===== config.mk =====
export PLATFORM = sky130hd
export DESIGN_NAME = output_writeback
export DESIGN_NICKNAME = d
export VERILOG_FILES = /design/src/rtl/output_writeback.sv
export SDC_FILE = /design/constraint.sdc
export NUM_CORES = 1
export LEC_CHECK = 0
export CORE_MARGIN = 5
export CORE_UTILIZATION = 45
export CTS_BUF_LIST = sky130_fd_sc_hd__clkbuf_16
export DETAILED_ROUTE_END_ITERATION = 10
export GPL_ROUTABILITY_DRIVEN = 0
export PLACE_DENSITY = 0.74
export RECOVER_POWER = 50
export SYNTH_ARGS = -nofsm -noshare
export SYNTH_HDL_FRONTEND = slang
export SYNTH_SLANG_ARGS = --single-unit

===== constraint.sdc =====
create_clock -name clk -period 14.4 [get_ports clk]
set_input_delay 2.16 -clock clk [delete_from_list [all_inputs] [get_ports clk]]
set_output_delay 2.16 -clock clk [all_outputs]
set_load 0.02 [all_outputs]

===== src/rtl/output_writeback.sv =====
// Final pipeline stage: buffers activation rows in a small FIFO and commits them to BRAM A.
// Optional macro WB_BYTE_MASK_EN: bram_we follows the validity_mask latched at start_writeback.
module output_writeback #(
  parameter int unsigned DWIDTH       = 8,
  parameter int unsigned MAT_MUL_SIZE = 4,
  parameter int unsigned AWIDTH       = 10,
  parameter int unsigned MASK_WIDTH   = 4,
  parameter int unsigned FIFO_DEPTH   = 4
) (
  input  logic                           clk,
  input  logic                           reset,
  input  logic                           start_writeback,
  input  logic [AWIDTH-1:0]              address_mat_c,
  input  logic [7:0]                     num_rows,
  input  logic [MASK_WIDTH-1:0]          validity_mask,
  input  logic                           in_data_available,
  input  logic [MAT_MUL_SIZE*DWIDTH-1:0] inp_data,
  input  logic                           bram_read_req,
  output logic [AWIDTH-1:0]              bram_addr,
  output logic [MAT_MUL_SIZE*DWIDTH-1:0] bram_wdata,
  output logic [MASK_WIDTH-1:0]          bram_we,
  output logic                           bram_wr_active,
  output logic [$clog2(FIFO_DEPTH):0]    fifo_level,
  output logic                           overflow_err,
  output logic                           done_writeback
);
  localparam int unsigned ROW_W = MAT_MUL_SIZE * DWIDTH;
  localparam int unsigned PTR_W = $clog2(FIFO_DEPTH);
  localparam int unsigned LVL_W = PTR_W + 1;

  typedef enum logic [1:0] {IDLE, ACTIVE, DONE} state_e;

  state_e                state_q, state_d;
  logic [ROW_W-1:0]      mem_q [FIFO_DEPTH];
  logic [ROW_W-1:0]      mem_d [FIFO_DEPTH];
  logic [PTR_W-1:0]      rd_ptr_q, rd_ptr_d, wr_ptr_q, wr_ptr_d;
  logic [LVL_W-1:0]      level_q, level_d;
  logic [AWIDTH-1:0]     wr_addr_q, wr_addr_d;
  logic [7:0]            num_rows_q, num_rows_d, rows_written_q, rows_written_d;
  logic                  overflow_q, overflow_d, done_q, done_d;
  logic [AWIDTH-1:0]     addr_out_q, addr_out_d;
  logic [ROW_W-1:0]      wdata_q, wdata_d;
  logic [MASK_WIDTH-1:0] we_q, we_d, commit_we_c;
  logic                  wr_active_q, wr_active_d;
  logic                  full_c, pop_c, push_c;

`ifdef WB_BYTE_MASK_EN
  logic [MASK_WIDTH-1:0] mask_q, mask_d;

  always_comb begin
    mask_d = mask_q;
    if (state_q == IDLE && start_writeback) mask_d = validity_mask;
  end

  always_ff @(posedge clk or posedge reset) begin
    if (reset) mask_q <= '0;
    else       mask_q <= mask_d;
  end

  assign commit_we_c = mask_q;
`else
  logic unused_mask_c;
  assign unused_mask_c = ^validity_mask;
  assign commit_we_c   = {MASK_WIDTH{1'b1}};
`endif

  // Pop only while rows remain in the job; a pop frees a slot for a same-cycle push.
  assign full_c = (level_q == LVL_W'(FIFO_DEPTH));
  assign pop_c  = (state_q == ACTIVE) && (level_q != '0) && !bram_read_req &&
                  (rows_written_q != num_rows_q);
  assign push_c = (state_q == ACTIVE) && in_data_available && (!full_c || pop_c);

  always_comb begin
    state_d        = state_q;
    mem_d          = mem_q;
    rd_ptr_d       = rd_ptr_q;
    wr_ptr_d       = wr_ptr_q;
    wr_addr_d      = wr_addr_q;
    num_rows_d     = num_rows_q;
    rows_written_d = rows_written_q;
    overflow_d     = overflow_q;
    addr_out_d     = '0;
    wdata_d        = '0;
    we_d           = '0;
    wr_active_d    = 1'b0;
    level_d        = LVL_W'(level_q + LVL_W'(push_c) - LVL_W'(pop_c));

    if (pop_c) begin
      addr_out_d     = wr_addr_q;
      wdata_d        = mem_q[rd_ptr_q];
      we_d           = commit_we_c;
      wr_active_d    = 1'b1;
      wr_addr_d      = AWIDTH'(wr_addr_q + AWIDTH'(MAT_MUL_SIZE));
      rows_written_d = 8'(rows_written_q + 8'd1);
      rd_ptr_d       = PTR_W'(rd_ptr_q + 1'b1);
    end

    if (push_c) begin
      mem_d[wr_ptr_q] = inp_data;
      wr_ptr_d        = PTR_W'(wr_ptr_q + 1'b1);
    end

    if (state_q == ACTIVE && in_data_available && !push_c) overflow_d = 1'b1;

    case (state_q)
      IDLE: begin
        if (start_writeback) begin
          num_rows_d     = num_rows;
          wr_addr_d      = address_mat_c;
          rows_written_d = '0;
          state_d        = (num_rows == 8'd0) ? DONE : ACTIVE;
        end
      end
      ACTIVE: begin
        if (rows_written_q == num_rows_q) state_d = DONE;
      end
      DONE: begin
        // Leftover rows from this job are flushed on the way back to IDLE.
        state_d  = IDLE;
        rd_ptr_d = '0;
        wr_ptr_d = '0;
        level_d  = '0;
      end
      default: state_d = IDLE;
    endcase

    done_d = (state_d == DONE);
  end

  always_ff @(posedge clk or posedge reset) begin
    if (reset) begin
      state_q        <= IDLE;
      mem_q          <= '{default: '0};
      rd_ptr_q       <= '0;
      wr_ptr_q       <= '0;
      level_q        <= '0;
      wr_addr_q      <= '0;
      num_rows_q     <= '0;
      rows_written_q <= '0;
      overflow_q     <= 1'b0;
      done_q         <= 1'b0;
      addr_out_q     <= '0;
      wdata_q        <= '0;
      we_q           <= '0;
      wr_active_q    <= 1'b0;
    end else begin
      state_q        <= state_d;
      mem_q          <= mem_d;
      rd_ptr_q       <= rd_ptr_d;
      wr_ptr_q       <= wr_ptr_d;
      level_q        <= level_d;
      wr_addr_q      <= wr_addr_d;
      num_rows_q     <= num_rows_d;
      rows_written_q <= rows_written_d;
      overflow_q     <= overflow_d;
      done_q         <= done_d;
      addr_out_q     <= addr_out_d;
      wdata_q        <= wdata_d;
      we_q           <= we_d;
      wr_active_q    <= wr_active_d;
    end
  end

  assign bram_addr      = addr_out_q;
  assign bram_wdata     = wdata_q;
  assign bram_we        = we_q;
  assign bram_wr_active = wr_active_q;
  assign fifo_level     = level_q;
  assign overflow_err   = overflow_q;
  assign done_writeback = done_q;

endmodule


# --- Word level (Yosys, flattened, before mapping) ---
# Cells that the tools add are included.
# Widths: inputs -> output; s select.
word_totals:
  ff_bits: 212
  latch_bits: 0
  mem_bits_rw: 0
  rom_bits: 0
  input_bits: 59
  out_inout_bits: 52
  wordCells: 76
  memories: 0
classes:
  n_addsub: 6
  n_mul: 0
  n_div: 0
  n_lt_le_gt_ge: 3
  eq_ne: 6
  n_shift: 0
  muxes: 25
  bitwise: 2
  reduce_logical: 17
ops:
  columns: ["cell", "n"]
  rows:
  - ["$bwmux 128", 1]
  - ["$mux 32", 4]
  - ["$bmux 32 s2", 1]
  - ["$demux 32 s2", 1]
  - ["$mux 10", 4]
  - ["$mux 8", 3]
  - ["$mux 2", 7]
  - ["$add 10x3->10 const B", 1]
  - ["$add 8x1->8 const B", 1]
  - ["$eq 8x8->1", 1]
  - ["$logic_not 8->1", 1]
  - ["$ne 8x8->1", 1]
  - ["$logic_and 1x1->1", 7]
  - ["$ge 3x3->1 const B", 2]
  - ["$not 2->3", 2]
  - ["$add 2x1->2 const B", 2]
  - ["$eq 2x2->1 const B", 2]
  - ["$mux 4", 1]
  - ["$pmux 2 s2", 1]
  - ["$reduce_bool 2->1", 2]
  - ["$add 3x1->3", 1]
  - ["$eq 3x3->1 const B", 1]
  - ["$logic_not 1->1", 3]
  - ["$lt 3x1->1 const B", 1]
  - ["8 further kinds", 8]

# --- Depth between registers and ports, before layout ---
# Gate-level depths: netlist of run 1.
depth:
  word_depth: 9
  ltp_mapped: 14
  ltp_nobuf: 12

# --- Least setup slack after synthesis of run 1 ---
# OpenSTA, ideal clock, no wires.
synth_timing:
  path_kind: "input to register"
  from: "input port bram_read_req"
  to: "register level_q[2] (netlist: fifo_level[2])"
  setup_ns: 0.127
  t_arrival_ns: 4.581
  t_required_ns: 14.273
  path_slack_ns: 9.692
  cell_stages: 11
  n_path_buf: 0
  cell_sequence: "or3_4 a2111oi_4 nor2_1 ha_1 inv_1 ha_1 inv_1 fa_1 xor2_1 xnor2_1 nor2_1"
synth_between:
  elab_chain_len: 8
synth_lines:
  columns: ["element", "line_no", "source"]
  rows:
  - ["from (decl)", "18", "input logic bram_read_req,"]
  - ["$logic_not 1->1 (*)", "69", "assign pop_c = (state_q == ACTIVE) && (level_q != '0) && !bram_read_req &&"]
  - ["$logic_and 1x1->1 (*) (2 in series)", "69", null]
  - ["$logic_or 1x1->1", "71", "assign push_c = (state_q == ACTIVE) && in_data_available && (!full_c || pop_c);"]
  - ["$logic_and 1x1->1", "71", null]
  - ["$add 3x1->3", "86", "level_d = LVL_W'(level_q + LVL_W'(push_c) - LVL_W'(pop_c));"]
  - ["$sub 3x1->3 (*)", "86", null]
  - ["$mux 3 (*)", "105", "case (state_q)"]
  - ["named net level_d[2]", "37", "logic [LVL_W-1:0] level_q, level_d;"]
  - ["to (signal assigned)", "151", "level_q <= level_d;"]
  - ["to (decl)", "37", null]
# Mark *: on every way through the listed nets, which the timed path passes. The rest lies on a longest branch.
# A chain may end at the register's enable or synchronous reset.

# --- Worst setup path in the final report of run 1 ---
# Ends and elaborated chain as after synthesis.

==> results of run 1 <==
[metrics by stage]
stage	std cells	hold slack [ns]	total power, W
after floorplan	614	0.437	0.00177
after global placement	959	0.459	0.00198
after detailed placement	959	0.463	0.00205
after CTS	1000	0.478	0.00262
after global routing	1000	0.505	0.00272
final	1000	0.468	0.00256
[flip-flops by register name, indices dropped and copies added, names as in the netlist]
register,cells
bram_addr,10
bram_wdata,32
bram_we,1
done_writeback,1
fifo_level,3
mem_q,128
num_rows_q,8
overflow_err,1
rd_ptr_q,2
rows_written_q,8
state_q,2
wr_addr_q,10
wr_ptr_q,2
[worst register-to-register path: cells and delay by family (launching register included)]
family,cells,cell delay [ns]
buffers and inverters,2,0.12
AOI/OAI and AO/OA,1,2.51
adders and majority gates,3,0.96
DFF,1,0.46
and+or+nand+nor,4,0.93
xor gates and xnor gates,2,0.33
[worst max path at each step]
stage,start,endpoint,slack [ns],cells past startpoint
final,bram_read_req,fifo_level[2],7.39,12
after global routing,reset,rd_ptr_q[0],6.32,2
after CTS,bram_read_req,fifo_level[2],9.14,12
after detailed placement,bram_read_req,fifo_level[2],8.64,12
after global placement,bram_read_req,fifo_level[2],8.71,12
after floorplan,reset,bram_addr[0],6.56,1
[power by group]
| group | internal (W) | leakage (nW) | total (W) | switching (W) |
|---|---|---|---|---|
| registers | 0.000856 | 2.55 | 0.00104 | 0.000189 |
| clock network | 0.000327 | 0.361 | 0.000556 | 0.000229 |
| logic | 0.000569 | 2.15 | 0.000964 | 0.000396 |
[area by class of cell]
cell class,instances,share of cell area (%)
sequential,208,47.3
multi-input combinational,361,32.8
timing repair buffer,112,10.0
clock buffer,23,5.23
tap,270,3.07
clock inverter,18,1.30
inverter,8,0.284
[cell usage in the layout, fill, tap and decap left out, types with 3 or more instances in the layout]
master           synthesis  final
a21oi_1                  4      4
a31oi_1                  6      6
and2_1                  43     43
buf_4                    4      5
clkbuf_16                0     23
clkdlybuf4s50_1          0     50
clkinv_1                 0      5
clkinv_2                 0      4
dfrtp_1                208    206
dlygate4sd3_1            0     56
ha_1                     9      9
inv_1                    8     10
mux2_2                  79     79
mux2_4                  49     49
mux2i_1                  4      4
mux4_2                  32     32
nand2_1                 51     51
nand3_1                 10     10
nor2_1                  15     15
nor4_1                   4      4
o211ai_1                 3      3
o21ai_0                  6      6
o21ai_4                  4      4
or3_1                    5      6
or4_1                    3      3
xnor2_1                  3      3
xor2_1                   9      9
[cells by family after synthesis]
family	after synthesis	synth area share, %
simple gates	144	8.16
flops	208	57.1
mux	164	26.2
xor+xnor	12	1.15
buf+inv	45	3.11
compound gates	31	2.89
fa+ha+maj	10	1.45
[per-layer routing]
metal / track usage [%] / vias to the layer above
li1: - / 2368
met1: 21.2 / 2755
met2: 29.6 / 98
met3: 3.04 / 28
met4: 3.68 / 0
met5: 0 / -
==> metrics.yaml, run 1 <==
status: "complete, but fails checks"
fill_cells: 1589
clock_skew_ns: 0.00851
layout.nets: 783
hold_buffers: 0
worstHoldEndpoint: "overflow_err"
diodes: 0
clock-sinks: 208
synth_area_sq_um: 9120
period_share_pct: 48.7
place_area_sq_um: 10300
cpPeakStageDelay_ns: 2.51
num_vias: 5249
violations: "capacitance limit, slew limit"
viasPerCell: 5.25
portBuffers: 106
synth_warnings: 0
syn-instance-count: 614
cp_top_family: "compound AO/OA/AOI/OAI gates"
maxCapViolations: 5
ys_seq_area_share_pct: 57.1
hp-start: "overflow_err"
clockRootBuffer: "clkbuf_16"
wl_mm: 19.2
path_max_fanout: 7
worstSetupPathType: "input port to flip-flop"
hold_violations: 0
maxUsedRoutingLayer: "met4"
setup_viol: 0
cts_tree: "done"
reg2reg_setup_slack_ns: 8.96
power.static_leakage_nw: 5.06
grt_pass1_wl_mm: 31.6
die_w_um: 152
worstHoldPathType: "flip-flop to flip-flop"
ant_nets: 0
slowest_stage: "a2111oi_0"
drtPass1Iterations: 4
syn_area_per_cell_sq_um: 14.9
num_rows: 52
dr_wl_met2_mm: 10.1
synthArstFlopShare_pct: 100
regArea_sq_um: 5210
yosysUniqueCellTypes: 43
die-area_sq_um: 23200
clkSlewWorstSetupHoldPaths_ns: 0.06
setup_tns_ns: 0
grt_max_degree: 137
fmax_ghz: 0.143
end_kind: "flip-flop"
cts_buffers: 23
multi_input_area_sq_um: 3610
drcViolationCount: 0
crit_buf_inv: 3
io_pins: 111
layout-drive-gt1-share_pct: 28.5
rsz0062_at_grt: "no"
r2r-start: "state_q[1]"
fp.dieH_um: 152
synth_area_leaders: "dfrtp_1, mux2_2, mux2_4"
grt-ovfl-total: 0
antenna_found_initial: 0
cp_data_arrival_time_ns: 7.38
ys_ff_latch: 208
place_hpwl_mm: 11.6
clock_path_buffers: 3
rr_worst_depth: 12
area_growth_pct: 20.7
insertion_delay_ns: 0.50
synthTopCellsByCount: "dfrtp_1, mux2_2, nand2_1, mux2_4, and2_1"
grt_pass1_vias: 5848
drv_slew: 251
slew_headroom_pct: -289
drtIter0Drc: 242
synth_most_common_cell: "dfrtp_1"
synth_edf_count: 0
synth-main-ff-cell: "dfrtp_1"
final_area_sq_um: 11000
postSynthNetCount: 683
pwr_density_cell_nw_per_um2: 233
final_util_pct: 54.7
core_sq_um: 20100
worst_ir_drop_vdd_uv: 107
yosys.area.top_type_share_pct: 57.1
setup_slack_ns: 7.39
drt-wirelength-per-cell_um: 19.2
post-place-ws_ns: 8.64
ctsResizeCount: 0
start_util_pct: 45.4
grt_usage_pct: 16.6
post-route-min-period_ns: 7.01
synth_top_area_cell: "dfrtp_1"
wl_met1_mm: 7.95
cp.required_ns: 14.77
hold_depth: 1
routed-wl-met3_um: 825
htreeDepth: 1
path_cells: "dlygate4sd3_1 -> or3_1 -> a2111oi_0 -> nor2_1 -> ha_1 -> inv_1 -> ha_1 -> inv_1 -> fa_1 -> xor2_1 -> xnor2_1 -> nor2_1"
tightest_slew_ns: 5.80
cts_setup_buffers: 0
reg2reg_to: "fifo_level[2]"
cp-start-kind: "input port"
Note: power is estimated with default switching activity, not from simulation.
==> run 2, diff against run 1 <==
- clock period: 14.4 -> 7 ns (I/O delays scaled with it)
==> run 2 against run 1 <==
  * The flow still finishes with violations (capacitance limit, slew limit)
  * Sequential share of layout area shrank 0.075 points
  * Hold slack gained 0.0065 ns
  * Cell count is the same
  * Combinational power grew 100%
  * First-iteration DRC count grew 32%
  * Register-to-register slack lost 6.2 ns
  * Utilization grew 0.087 points
  * Routed wire length shrank 3.7%
  * Critical path depth shrank 9
  * Global-route usage shrank 0.77 points
  * Clock skew grew 0.0046 ns
  * Clock-buffer cell count is the same
==> metrics.yaml, run 2 (synthesis gave the netlist of run 1 again) <==
status: "complete, but fails checks"  # unchanged
violations: "capacitance limit, slew limit"  # unchanged
worstHoldPathType: "flip-flop to flip-flop"  # unchanged
drv_slew: 231  # was 251
cts_setup_buffers: 0  # unchanged
cp-start-kind: "input port"  # unchanged
cts_buffers: 23  # unchanged
r2r-start: "rows_written_q[0]"  # was state_q[1]
clkSlewWorstSetupHoldPaths_ns: 0.06  # about the same
viasPerCell: 5.21  # was 5.25
path_cells: "dlygate4sd3_1 -> clkinvlp_4 -> clkbuf_2"  # was dlygate4sd3_1 -> or3_1 -> a2111oi_0 -> nor2_1 -> ha_1 -> inv_1 -> ha_1 -> inv_1 -> fa_1 -> xor2_1 -> xnor2_1 -> nor2_1
start_util_pct: 45.4  # unchanged
fmax_ghz: 0.216
drtPass1Iterations: 4  # unchanged
portBuffers: 106  # unchanged
layout-drive-gt1-share_pct: 29.2  # was 28.5%
clock_path_buffers: 3  # unchanged
cp_data_arrival_time_ns: 4.95  # was 7.38 ns
num_rows: 52  # unchanged
multi_input_area_sq_um: 3630  # was 3610 sq um
hp-start: "wr_addr_q[0]"  # was overflow_err
place_hpwl_mm: 11.4  # was 11.6 mm
cpPeakStageDelay_ns: 1.84  # was 2.51 ns
wl_mm: 18.5  # was 19.2 mm
clock-sinks: 208  # unchanged
hold_violations: 0  # unchanged
end_kind: "async pin"  # was flip-flop
core_sq_um: 20100  # unchanged
insertion_delay_ns: 0.49  # was 0.50 ns
maxCapViolations: 3  # was 5
ant_nets: 0  # unchanged
slowest_stage: "clkinvlp_4"  # was a2111oi_0
cp.depth: 3  # was 12
grt_pass1_wl_mm: 30.4  # was 31.6 mm
ctsResizeCount: 0  # unchanged
area_growth_pct: 20.9  # was 20.7%
antenna_found_initial: 0  # unchanged
drcViolationCount: 0  # unchanged
hold_buffers: 0  # unchanged
htreeDepth: 1  # unchanged
grt-ovfl-total: 0  # unchanged
grt_max_degree: 145  # was 137
diodes: 0  # unchanged
num_vias: 5209  # was 5,249
rsz0062_at_grt: "no"  # unchanged
clockRootBuffer: "clkbuf_16"  # unchanged
post-place-ws_ns: 2.45  # was 8.64 ns
largest_reg_flops: 128  # unchanged
path_max_fanout: 144  # was 7
regArea_sq_um: 5210  # unchanged
tightest_slew_ns: 2.95  # was 5.80 ns
grt_pass1_vias: 5761  # was 5,848
setup_tns_ns: 0  # unchanged
clock_skew_ns: 0.0131  # was 0.00851 ns
final_common_cell: "dfrtp_1"  # unchanged
post-route-min-period_ns: 4.64
period_share_pct: 66.2
die_w_um: 152  # unchanged
drtIter0Drc: 319  # was 242
worst_ir_drop_vdd_uv: 187  # was 107 uV
grt_usage_pct: 15.8  # was 16.6%
crit_buf_inv: 3  # unchanged
cts_tree: "done"  # unchanged
io_pins: 111  # unchanged
fp.dieH_um: 152  # unchanged
power.total_w: 0.00524  # was 0.00256 W
layout.nets: 783  # unchanged
cp.required_ns: 7.31  # was 14.77 ns
die-area_sq_um: 23200  # unchanged
pwr_density_cell_nw_per_um2: 476  # was 233 nW/um^2
hold_depth: 2  # was 1
worstSetupPathType: "input port to async pin"  # was input port to flip-flop
cp_top_family: "buffers and inverters"  # was compound AO/OA/AOI/OAI gates
regMostFlops: "mem_q"  # unchanged
critPathLaunch: "reset"  # was bram_read_req
setup_slack_ns: 2.36  # was 7.39 ns
final_util_pct: 54.8  # was 54.7%
rr_worst_depth: 12  # unchanged
slew_headroom_pct: -96.7  # was -289%
setup_viol: 0  # unchanged
final_cell_mix: "dfrtp_1, mux2_2, dlygate4sd3_1"  # unchanged
power.static_leakage_nw: 5.06  # about the same
drt-wirelength-per-cell_um: 18.5  # was 19.2 um
fill_cells: 1616  # was 1,589
-- run 2: cell types whose count changed in the layout (fill, tap and decap cells not counted), sizes merged --
cell and change:
clkinv +3, clkdlybuf4s50 +1, inv -3, dlygate4sd3 -1
-- run 2: tightest hold or removal path: cells and delay by family (launching register included) --
kind,cells,cell delay [ns]
flops,1,0.34
simple gates,2,0.11
-- run 2: through the flow --
stage / hold WS (ns) / instances / area, sq um
global route: 0.501 / 1000 / 11000
floorplan: 0.437 / 614 / 9120
CTS: 0.477 / 1000 / 11000
global placement: 0.460 / 959 / 10300
detailed placement: 0.462 / 959 / 10300
finish: 0.475 / 1000 / 11000
-- run 2: cell type report --
| type | count | area share, % |
|---|---|---|
| inverters | 8 | 0.306 |
| clock inverters | 18 | 1.25 |
| multi-input cells | 361 | 32.9 |
| flip-flops and latches | 208 | 47.2 |
| clock buffers | 23 | 5.22 |
| well taps | 270 | 3.06 |
| repair buffers | 112 | 10.0 |
-- run 2: path summary, 6_finish.rpt --
path | to | slack (ns)
setup / recovery | mem_q[94] | 2.36
hold / removal | wr_addr_q[0] | 0.47
setup reg to reg | fifo_level[2] | 2.72
hold reg to reg | wr_addr_q[0] | 0.47
max in group clk | fifo_level[2] | 2.72
min in group asynchronous | bram_wdata[5] | 1.98
-- run 2: power by group --
group	internal [W]	switching, W
combinational	0.00116	0.000808
clock	0.000670	0.000464
sequential	0.00176	0.000381
total	0.00359	0.00165
-- run 2: layer usage --
metal / up-vias / track usage (%) / part of all wire [%]
li1: 2368 / - / -
met1: 2701 / 20.0 / 42
met2: 110 / 28.2 / 52
met3: 30 / 2.81 / 3.8
met4: 0 / 4.11 / 1.9
met5: - / 0 / 0
